==> src/rtl/sd_cmd_responder_if.sv <==
// CMD-line and card-logic handshake bundle for sd_cmd_responder.
// slave = the responder, master = card logic / host model driving it.
interface sd_cmd_responder_if;
    logic         enable;
    logic         cmd_in;
    logic         cmd_out;
    logic         cmd_oe;
    logic         cmd_valid;
    logic [5:0]   cmd_index;
    logic [31:0]  cmd_arg;
    logic         cmd_crc_err;
    logic         cmd_frame_err;
    logic         resp_strobe;
    logic         resp_long;
    logic [5:0]   resp_index;
    logic [119:0] resp_payload;
    logic         resp_ack;
    logic         resp_done;
    logic         busy;

    modport slave (
        input  enable, cmd_in, resp_strobe, resp_long, resp_index,
               resp_payload,
        output cmd_out, cmd_oe, cmd_valid, cmd_index, cmd_arg,
               cmd_crc_err, cmd_frame_err, resp_ack, resp_done, busy
    );

    modport master (
        output enable, cmd_in, resp_strobe, resp_long, resp_index,
               resp_payload,
        input  cmd_out, cmd_oe, cmd_valid, cmd_index, cmd_arg,
               cmd_crc_err, cmd_frame_err, resp_ack, resp_done, busy
    );
endinterface

==> src/rtl/sd_cmd_responder.sv <==
// Card-side SD CMD engine: receives 48-bit commands, sends 48/136-bit responses.
// Define SD_RESP_CRC7_EN to generate response CRC7 and check command CRC7.
module sd_cmd_responder #(
    parameter int NCR_CYCLES = 2,
    parameter int CNT_WIDTH  = 8
) (
    input logic               sd_clock,
    input logic               reset,
    sd_cmd_responder_if.slave bus
);
    typedef enum logic [2:0] {
        IDLE, RX, CHECK, WAIT_RESP, NCR, TX, DONE
    } state_t;

    localparam logic [CNT_WIDTH-1:0] RX_LAST  = CNT_WIDTH'(46);
    localparam logic [CNT_WIDTH-1:0] NCR_LAST = CNT_WIDTH'(NCR_CYCLES);

    state_t               state_q;
    logic [CNT_WIDTH-1:0] cnt_q;
    logic [45:0]          rx_q;
    logic [135:0]         tx_q;
    logic                 long_q;
    logic                 cmd_out_q, cmd_oe_q, cmd_valid_q;
    logic                 crc_err_q, frame_err_q;
    logic                 resp_ack_q, resp_done_q;
    logic [5:0]           index_q;
    logic [31:0]          arg_q;

    logic [CNT_WIDTH-1:0] emit_idx, tx_len, crc_pos;
    logic                 tx_shift, tx_bit, crc_out, crc_bad;

    // Bit being emitted: NCR's final edge drives bit 0, TX drives the rest.
    always_comb begin
        emit_idx = (state_q == NCR) ? '0 : cnt_q;
        tx_len   = long_q ? CNT_WIDTH'(136) : CNT_WIDTH'(48);
        crc_pos  = long_q ? CNT_WIDTH'(128) : CNT_WIDTH'(40);
        tx_shift = emit_idx < crc_pos;
        tx_bit   = tx_shift ? tx_q[135] : crc_out;
    end

`ifdef SD_RESP_CRC7_EN
    localparam logic [CNT_WIDTH-1:0] RX_CRC_LAST = CNT_WIDTH'(38);

    logic [6:0]           crc_q;
    logic [CNT_WIDTH-1:0] feed_lo;
    logic                 crc_in, crc_feed, tx_feed, tx_crc, tx_emit;

    always_comb begin
        feed_lo  = long_q ? CNT_WIDTH'(8) : '0;
        tx_emit  = (state_q == NCR && cnt_q == NCR_LAST) ||
                   (state_q == TX && cnt_q != tx_len);
        tx_feed  = tx_shift && emit_idx >= feed_lo;
        tx_crc   = !tx_shift && emit_idx < crc_pos + CNT_WIDTH'(7);
        crc_in   = bus.cmd_in;
        crc_feed = 1'b0;
        if (state_q == RX) begin
            crc_feed = cnt_q <= RX_CRC_LAST;
        end else if (tx_emit) begin
            crc_in   = tx_q[135];
            crc_feed = tx_feed;
        end
        crc_out  = tx_crc ? crc_q[6] : 1'b1;
        crc_bad  = crc_q != rx_q[6:0];
    end

    always_ff @(posedge sd_clock or posedge reset) begin
        if (reset) begin
            crc_q <= '0;
        end else if (state_q == IDLE || state_q == WAIT_RESP) begin
            crc_q <= '0;
        end else if (crc_feed) begin
            crc_q <= {crc_q[5:0], 1'b0} ^
                     ((crc_q[6] ^ crc_in) ? 7'h09 : 7'h00);
        end else if (tx_emit && tx_crc) begin
            crc_q <= {crc_q[5:0], 1'b0};
        end
    end
`else
    assign crc_out = 1'b1;
    assign crc_bad = 1'b0;
`endif

    always_ff @(posedge sd_clock or posedge reset) begin
        if (reset) begin
            state_q     <= IDLE;
            cnt_q       <= '0;
            rx_q        <= '0;
            tx_q        <= '0;
            long_q      <= 1'b0;
            cmd_out_q   <= 1'b1;
            cmd_oe_q    <= 1'b0;
            cmd_valid_q <= 1'b0;
            crc_err_q   <= 1'b0;
            frame_err_q <= 1'b0;
            resp_ack_q  <= 1'b0;
            resp_done_q <= 1'b0;
            index_q     <= '0;
            arg_q       <= '0;
        end else begin
            cmd_valid_q <= 1'b0;
            resp_ack_q  <= 1'b0;
            resp_done_q <= 1'b0;
            if (!bus.enable) begin
                state_q   <= IDLE;
                cmd_oe_q  <= 1'b0;
                cmd_out_q <= 1'b1;
            end else begin
                unique case (state_q)
                    IDLE: begin
                        if (!bus.cmd_in) begin
                            cnt_q   <= '0;
                            rx_q    <= '0;
                            state_q <= RX;
                        end
                    end
                    RX: begin
                        rx_q  <= {rx_q[44:0], bus.cmd_in};
                        cnt_q <= cnt_q + 1'b1;
                        if (cnt_q == RX_LAST) begin
                            state_q     <= CHECK;
                            cmd_valid_q <= 1'b1;
                            index_q     <= rx_q[44:39];
                            arg_q       <= rx_q[38:7];
                            crc_err_q   <= crc_bad;
                            frame_err_q <= !rx_q[45] || !bus.cmd_in;
                        end
                    end
                    CHECK: begin
                        state_q <= (crc_err_q || frame_err_q) ? IDLE : WAIT_RESP;
                    end
                    WAIT_RESP: begin
                        if (bus.resp_strobe) begin
                            long_q     <= bus.resp_long;
                            tx_q       <= bus.resp_long
                                ? {2'b00, 6'h3F, bus.resp_payload, 8'h00}
                                : {2'b00, bus.resp_index,
                                   bus.resp_payload[31:0], 96'h0};
                            resp_ack_q <= 1'b1;
                            cnt_q      <= '0;
                            state_q    <= NCR;
                        end else if (!bus.cmd_in) begin
                            cnt_q   <= '0;
                            rx_q    <= '0;
                            state_q <= RX;
                        end
                    end
                    NCR: begin
                        if (cnt_q == NCR_LAST) begin
                            state_q   <= TX;
                            cnt_q     <= CNT_WIDTH'(1);
                            cmd_oe_q  <= 1'b1;
                            cmd_out_q <= tx_bit;
                            tx_q      <= {tx_q[134:0], 1'b0};
                        end else begin
                            cnt_q <= cnt_q + 1'b1;
                        end
                    end
                    TX: begin
                        if (cnt_q == tx_len) begin
                            state_q     <= DONE;
                            cmd_oe_q    <= 1'b0;
                            cmd_out_q   <= 1'b1;
                            resp_done_q <= 1'b1;
                        end else begin
                            cnt_q     <= cnt_q + 1'b1;
                            cmd_out_q <= tx_bit;
                            if (tx_shift) tx_q <= {tx_q[134:0], 1'b0};
                        end
                    end
                    DONE:    state_q <= IDLE;
                    default: state_q <= IDLE;
                endcase
            end
        end
    end

    assign bus.cmd_out       = cmd_out_q;
    assign bus.cmd_oe        = cmd_oe_q;
    assign bus.cmd_valid     = cmd_valid_q;
    assign bus.cmd_index     = index_q;
    assign bus.cmd_arg       = arg_q;
    assign bus.cmd_crc_err   = crc_err_q;
    assign bus.cmd_frame_err = frame_err_q;
    assign bus.resp_ack      = resp_ack_q;
    assign bus.resp_done     = resp_done_q;
    assign bus.busy          = (state_q != IDLE);
endmodule

==> src/flat_wrapper.sv <==
// flat-port wrapper written by rule: the top's interface ports become plain ports
module sd_cmd_responder_flat 
#(
    parameter int NCR_CYCLES = 2,
    parameter int CNT_WIDTH  = 8
)
  (sd_clock, reset, bus_enable, bus_cmd_in, bus_resp_strobe, bus_resp_long, bus_resp_index, bus_resp_payload, bus_cmd_out, bus_cmd_oe, bus_cmd_valid, bus_cmd_index, bus_cmd_arg, bus_cmd_crc_err, bus_cmd_frame_err, bus_resp_ack, bus_resp_done, bus_busy);
  sd_cmd_responder_if bus_i ();
  input logic sd_clock;
  input logic reset;
  input wire logic [$bits(bus_i.enable)-1:0] bus_enable;
  input wire logic [$bits(bus_i.cmd_in)-1:0] bus_cmd_in;
  input wire logic [$bits(bus_i.resp_strobe)-1:0] bus_resp_strobe;
  input wire logic [$bits(bus_i.resp_long)-1:0] bus_resp_long;
  input wire logic [$bits(bus_i.resp_index)-1:0] bus_resp_index;
  input wire logic [$bits(bus_i.resp_payload)-1:0] bus_resp_payload;
  output wire logic [$bits(bus_i.cmd_out)-1:0] bus_cmd_out;
  output wire logic [$bits(bus_i.cmd_oe)-1:0] bus_cmd_oe;
  output wire logic [$bits(bus_i.cmd_valid)-1:0] bus_cmd_valid;
  output wire logic [$bits(bus_i.cmd_index)-1:0] bus_cmd_index;
  output wire logic [$bits(bus_i.cmd_arg)-1:0] bus_cmd_arg;
  output wire logic [$bits(bus_i.cmd_crc_err)-1:0] bus_cmd_crc_err;
  output wire logic [$bits(bus_i.cmd_frame_err)-1:0] bus_cmd_frame_err;
  output wire logic [$bits(bus_i.resp_ack)-1:0] bus_resp_ack;
  output wire logic [$bits(bus_i.resp_done)-1:0] bus_resp_done;
  output wire logic [$bits(bus_i.busy)-1:0] bus_busy;
  assign bus_i.enable = bus_enable;
  assign bus_i.cmd_in = bus_cmd_in;
  assign bus_i.resp_strobe = bus_resp_strobe;
  assign bus_i.resp_long = bus_resp_long;
  assign bus_i.resp_index = bus_resp_index;
  assign bus_i.resp_payload = bus_resp_payload;
  assign bus_cmd_out = bus_i.cmd_out;
  assign bus_cmd_oe = bus_i.cmd_oe;
  assign bus_cmd_valid = bus_i.cmd_valid;
  assign bus_cmd_index = bus_i.cmd_index;
  assign bus_cmd_arg = bus_i.cmd_arg;
  assign bus_cmd_crc_err = bus_i.cmd_crc_err;
  assign bus_cmd_frame_err = bus_i.cmd_frame_err;
  assign bus_resp_ack = bus_i.resp_ack;
  assign bus_resp_done = bus_i.resp_done;
  assign bus_busy = bus_i.busy;
  sd_cmd_responder #(.NCR_CYCLES(NCR_CYCLES), .CNT_WIDTH(CNT_WIDTH)) u_core (.sd_clock(sd_clock), .reset(reset), .bus(bus_i));
endmodule
==> config.mk <==
export PLATFORM = sky130hd
export DESIGN_NAME = sd_cmd_responder_flat
export DESIGN_NICKNAME = d
export VERILOG_FILES = /design/src/rtl/sd_cmd_responder_if.sv /design/src/rtl/sd_cmd_responder.sv /design/src/flat_wrapper.sv
export SDC_FILE = /design/constraint.sdc
export NUM_CORES = 1
export LEC_CHECK = 0
export CORE_AREA = 2 2 172 123
export CTS_CLUSTER_SIZE = 16
export DETAILED_ROUTE_END_ITERATION = 7
export DIE_AREA = 0 0 174 125
export PLACE_DENSITY = 0.86
export SYNTH_ARGS = -nofsm -noshare
export SYNTH_HDL_FRONTEND = slang
export SYNTH_SLANG_ARGS = --single-unit
==> constraint.sdc <==
create_clock -name sd_clock -period 13.4 [get_ports sd_clock]
set_input_delay 4.02 -clock sd_clock [delete_from_list [all_inputs] [get_ports sd_clock]]
set_output_delay 4.02 -clock sd_clock [all_outputs]
set_load 0.02 [all_outputs]
==> parameters.txt <==
Parameter                              Value

Outcome
  Result of the run    finished, final reports clean

Pwr
  PD cells    156 mW/mm2
  Worst voltage drop across the vdd grid    82.8 uV
  Pint    1600 uW
  Gate power share    0.249
  Switching fraction of total power    0.275
  Sequential share of power    0.466
  Static leakage power    0.00657 uW
  Part of the total power dissipated in the clock network    0.285
  Overall power    2210 uW
  Switching power of the nets    607 uW

Route
  Drt first-iter violations    1007
  Number of iterations in the first detailed-routing pass    6
  Final routed wire length divided by cell count    16.5 um
  Sum of routed wire length over all layers    26600 um
  Overall via count from detail_route    8846
  Remaining antenna violation count    0
  Detailed-route vias per instance    5.50
  Post-detailed-route DRC marker count    0

Logic synthesis
  Area contributors post-synth    sky130_fd_sc_hd__dfrtp_1 (49%), sky130_fd_sc_hd__mux2_4 (14%), sky130_fd_sc_hd__nand2_1 (14%), sky130_fd_sc_hd__nand3_1 (4.0%), sky130_fd_sc_hd__o21ai_0 (3.9%)
  Cell area after synthesis    0.0117 mm2
  Mapped Nets    1330
  Sequential cell area fraction in the yosys report    0.491
  Fraction of registers with async set/reset    1.00
  Count of flip-flops with a built-in enable after synthesis    0
  Leading post-synthesis cells by instance count    sky130_fd_sc_hd__nand2_1 (431), sky130_fd_sc_hd__dfrtp_1 (229), sky130_fd_sc_hd__mux2_4 (108), sky130_fd_sc_hd__nand3_1 (93), sky130_fd_sc_hd__o21ai_0 (92)
  Most frequent cell after synthesis    sky130_fd_sc_hd__nand2_1
  Synth warnings    0
  Instance count of the mapped netlist    1193
  Share of the synthesized area in the top cell type    0.488
  Mean cell area of the mapped netlist    9.84 um2
  Netlist cell types    54
  Number of synthesized register bits    230
  Most used flip-flop cell after synthesis    sky130_fd_sc_hd__dfrtp_1
  Post-synthesis cell type with the largest combined area    sky130_fd_sc_hd__dfrtp_1

Clock tree
  Number of buffers added to fix hold violations after cts    0
  Clock slew at reported path FFs    0.06 ns
  Clock buffers created by TritonCTS    23
  Root Buffer    sky130_fd_sc_hd__clkbuf_16
  Post-CTS resize count    0
  Skew-Pair Late Insertion Delay    0.50 ns
  Setup Buffers After CTS    0
  Clock sink total    230
  Clock tree from TritonCTS    done
  H-tree lvl count    1
  Maximum buffer depth of the clock tree    3

STA
  Smallest setup slack after layout    6.19 ns
  Slew of the pin with the lowest slew margin    1.15 ns
  Share of the cycle needed by the critical path after routing    0.538
  Final sum of negative setup slack    0 ns
  Final number of setup-violating endpoints    0
  Final number of hold-violating endpoints    0
  Setup repair after global routing missed its margin    false
  Worst rel slew slack    0.232
  Final count of pins violating max slew    0
  Fmax    139 MHz
  Final critical-path required period    7.21 ns
  Setup skew after layout    0.0134 ns
  Fin Hold WS    0.480 ns

Placed design
  Port buffer count    176
  Post-Place Cell Area    0.0134 mm2
  Half-perimeter wire length of the detailed placement result    16900 um
  Final weighted congestion of routability-driven global placement    0.812
  Post-placement setup slack    5.70 ns

Die
  Placeable Area    0.0203 mm2
  Standard-cell rows    44
  Die Wd    174 um
  Initial standard-cell utilization of the core    0.579
  Chip height    125 um
  Number of top-level design ports    178
  Die Outline Area    0.0218 mm2

Global route
  Wire length of the first global-routing pass    44500 um
  Largest net degree at the start of global routing    120
  Antenna violations before repair    0
  Vias in the first global route    8599
  GRT Util Overall    0.245
  Global-route congestion overflow total    0

Flow run
  Max Cap Viol    0

Final layout
  Signed area change from the synthesized netlist to the final layout    20.3%
  Sequential cell area    0.00576 mm2
  Share of final-layout standard cells stronger than drive strength 1    0.143
  Post-route design area    0.0141 mm2
  Area of the multi-input gates    0.00540 mm2
  Number of antenna diodes    0
  Final Net Count    1453
  Fill cells    1458

Worst setup path
  Arrival time worst endpoint    7.58 ns
  Worst path most repeated cell    sky130_fd_sc_hd__buf_4
  R2R cell count    11
  Type of element launching the critical path    primary input
  Cell with the largest stage delay on the worst path    sky130_fd_sc_hd__buf_4
  Cells along the critical path    clkdlybuf4s50_1 > a21boi_0 > nor3b_4 > buf_4 > buf_4 > mux2_2
  Maximum net fanout on the critical path    66
  Capturing element type of the critical path    flop
  Kind of cell with the highest combined delay on the critical path    buffers and inverters
  Cell count along the critical path    6
  Crit path kind    primary input to flop
  Worst Path Required    13.78 ns
  Crit path buf inv count    3
  Slowest stage delay, CP    1.01 ns

Min path
  Cell count of the worst hold path    2
  Classification of the worst-slack hold path    flop to flop
[stage by stage]
step                      cells  utilization
after global placement     1567        0.661
after floorplan            1193            -
final                      1607        0.697
after global routing       1607        0.697
after CTS                  1607        0.697
after detailed placement   1567        0.661
[worst register-to-register path, stage by stage (launching register included)]
cell,delay [ns]
sky130_fd_sc_hd__dfrtp_1,0.58
sky130_fd_sc_hd__nand2b_4,0.25
sky130_fd_sc_hd__nor2_1,0.25
sky130_fd_sc_hd__nor2b_1,0.09
sky130_fd_sc_hd__ha_1,0.31
sky130_fd_sc_hd__a211o_1,0.29
sky130_fd_sc_hd__o21ai_0,0.19
sky130_fd_sc_hd__a31oi_1,0.19
sky130_fd_sc_hd__nor3b_4,0.23
sky130_fd_sc_hd__buf_4,0.85
sky130_fd_sc_hd__buf_4,1.08
sky130_fd_sc_hd__mux2_2,0.45
[area by class of cell]
class	instances	share of cell area
tap	276	0.0245
timing repair buffer	186	0.130
sequential	230	0.408
inverter	11	0.00346
clock inverter	7	0.00461
multi-input combinational	864	0.382
clock buffer	33	0.0477
[path summary, 6_finish.rpt]
kind                                               start                                 to  slack [ns]
max reg2reg                u_core.state_q[1]$_DFFE_PP0P_        u_core.tx_q[54]$_DFFE_PP0P_        8.53
max in group asynchronous                          reset        u_core.rx_q[40]$_DFFE_PP0P_        7.95
min                           u_core.rx_q[1]$_DFFE_PP0P_         u_core.rx_q[1]$_DFFE_PP0P_        0.48
min in group asynchronous                          reset  u_core.bus.cmd_arg[6]$_DFFE_PP0P_        4.09
min reg2reg                   u_core.rx_q[1]$_DFFE_PP0P_         u_core.rx_q[1]$_DFFE_PP0P_        0.48
max                                           bus_enable        u_core.tx_q[54]$_DFFE_PP0P_        6.19
[registers in the layout, summed over array words and instances, names as in the netlist]
name                      cells
u_core.bus.cmd_index          6
u_core.long_q                 1
u_core.bus.resp_done          1
u_core.cnt_q                  8
u_core.bus.cmd_oe             1
u_core.state_q                3
u_core.rx_q                  46
u_core.bus.cmd_arg           32
u_core.bus.cmd_out            1
u_core.bus.resp_ack           1
u_core.bus.cmd_frame_err      1
u_core.tx_q                 128
u_core.bus.cmd_valid          1
[power by group through the flow]
stage | logic (uW) | registers [uW] | clock network, uW
after CTS | 553 | 1030 | 638
after global placement | 523 | 1020 | 0
final | 550 | 1030 | 629
after detailed placement | 551 | 1030 | 0
after global routing | 598 | 1050 | 670
after floorplan | 458 | 986 | 0
[layout by cell type (no fill, tap or decap), types with 4 or more instances in the layout]
| cell type | n |
|---|---|
| sky130_fd_sc_hd__dfrtp_1 | 229 |
| sky130_fd_sc_hd__o31ai_1 | 10 |
| sky130_fd_sc_hd__nor2_1 | 10 |
| sky130_fd_sc_hd__mux2i_1 | 35 |
| sky130_fd_sc_hd__nand2_1 | 431 |
| sky130_fd_sc_hd__clkinv_2 | 4 |
| sky130_fd_sc_hd__nor2b_1 | 5 |
| sky130_fd_sc_hd__clkbuf_8 | 6 |
| sky130_fd_sc_hd__buf_4 | 11 |
| sky130_fd_sc_hd__nand2b_1 | 5 |
| sky130_fd_sc_hd__clkdlybuf4s50_1 | 175 |
| sky130_fd_sc_hd__nand3_1 | 93 |
| sky130_fd_sc_hd__mux2_4 | 108 |
| sky130_fd_sc_hd__ha_1 | 5 |
| sky130_fd_sc_hd__clkbuf_16 | 23 |
| sky130_fd_sc_hd__o21ai_0 | 92 |
| sky130_fd_sc_hd__mux2_2 | 19 |
| sky130_fd_sc_hd__inv_1 | 10 |
| sky130_fd_sc_hd__clkbuf_1 | 4 |
[cell families after synthesis]
family	after synthesis	synth area share
and+or+nand+nor	568	0.203
adders and majority gates	5	0.00533
muxes	162	0.186
other	1	0.000320
buffers and inverters	99	0.0514
AOI/OAI and AO/OA	128	0.0628
DFF	230	0.491
[layer usage]
layer / vias to the layer above / wire length [um] / global-route usage / part of all wire
met1: 4354 / 12500 / 0.369 / 0.47
met3: 34 / 1820 / 0.0596 / 0.069
met2: 259 / 11900 / 0.369 / 0.45
met4: 0 / 418 / 0.0420 / 0.016
met5: - / 0 / 0 / 0
li1: 4199 / - / - / -
(Power assumes the default switching activity.)
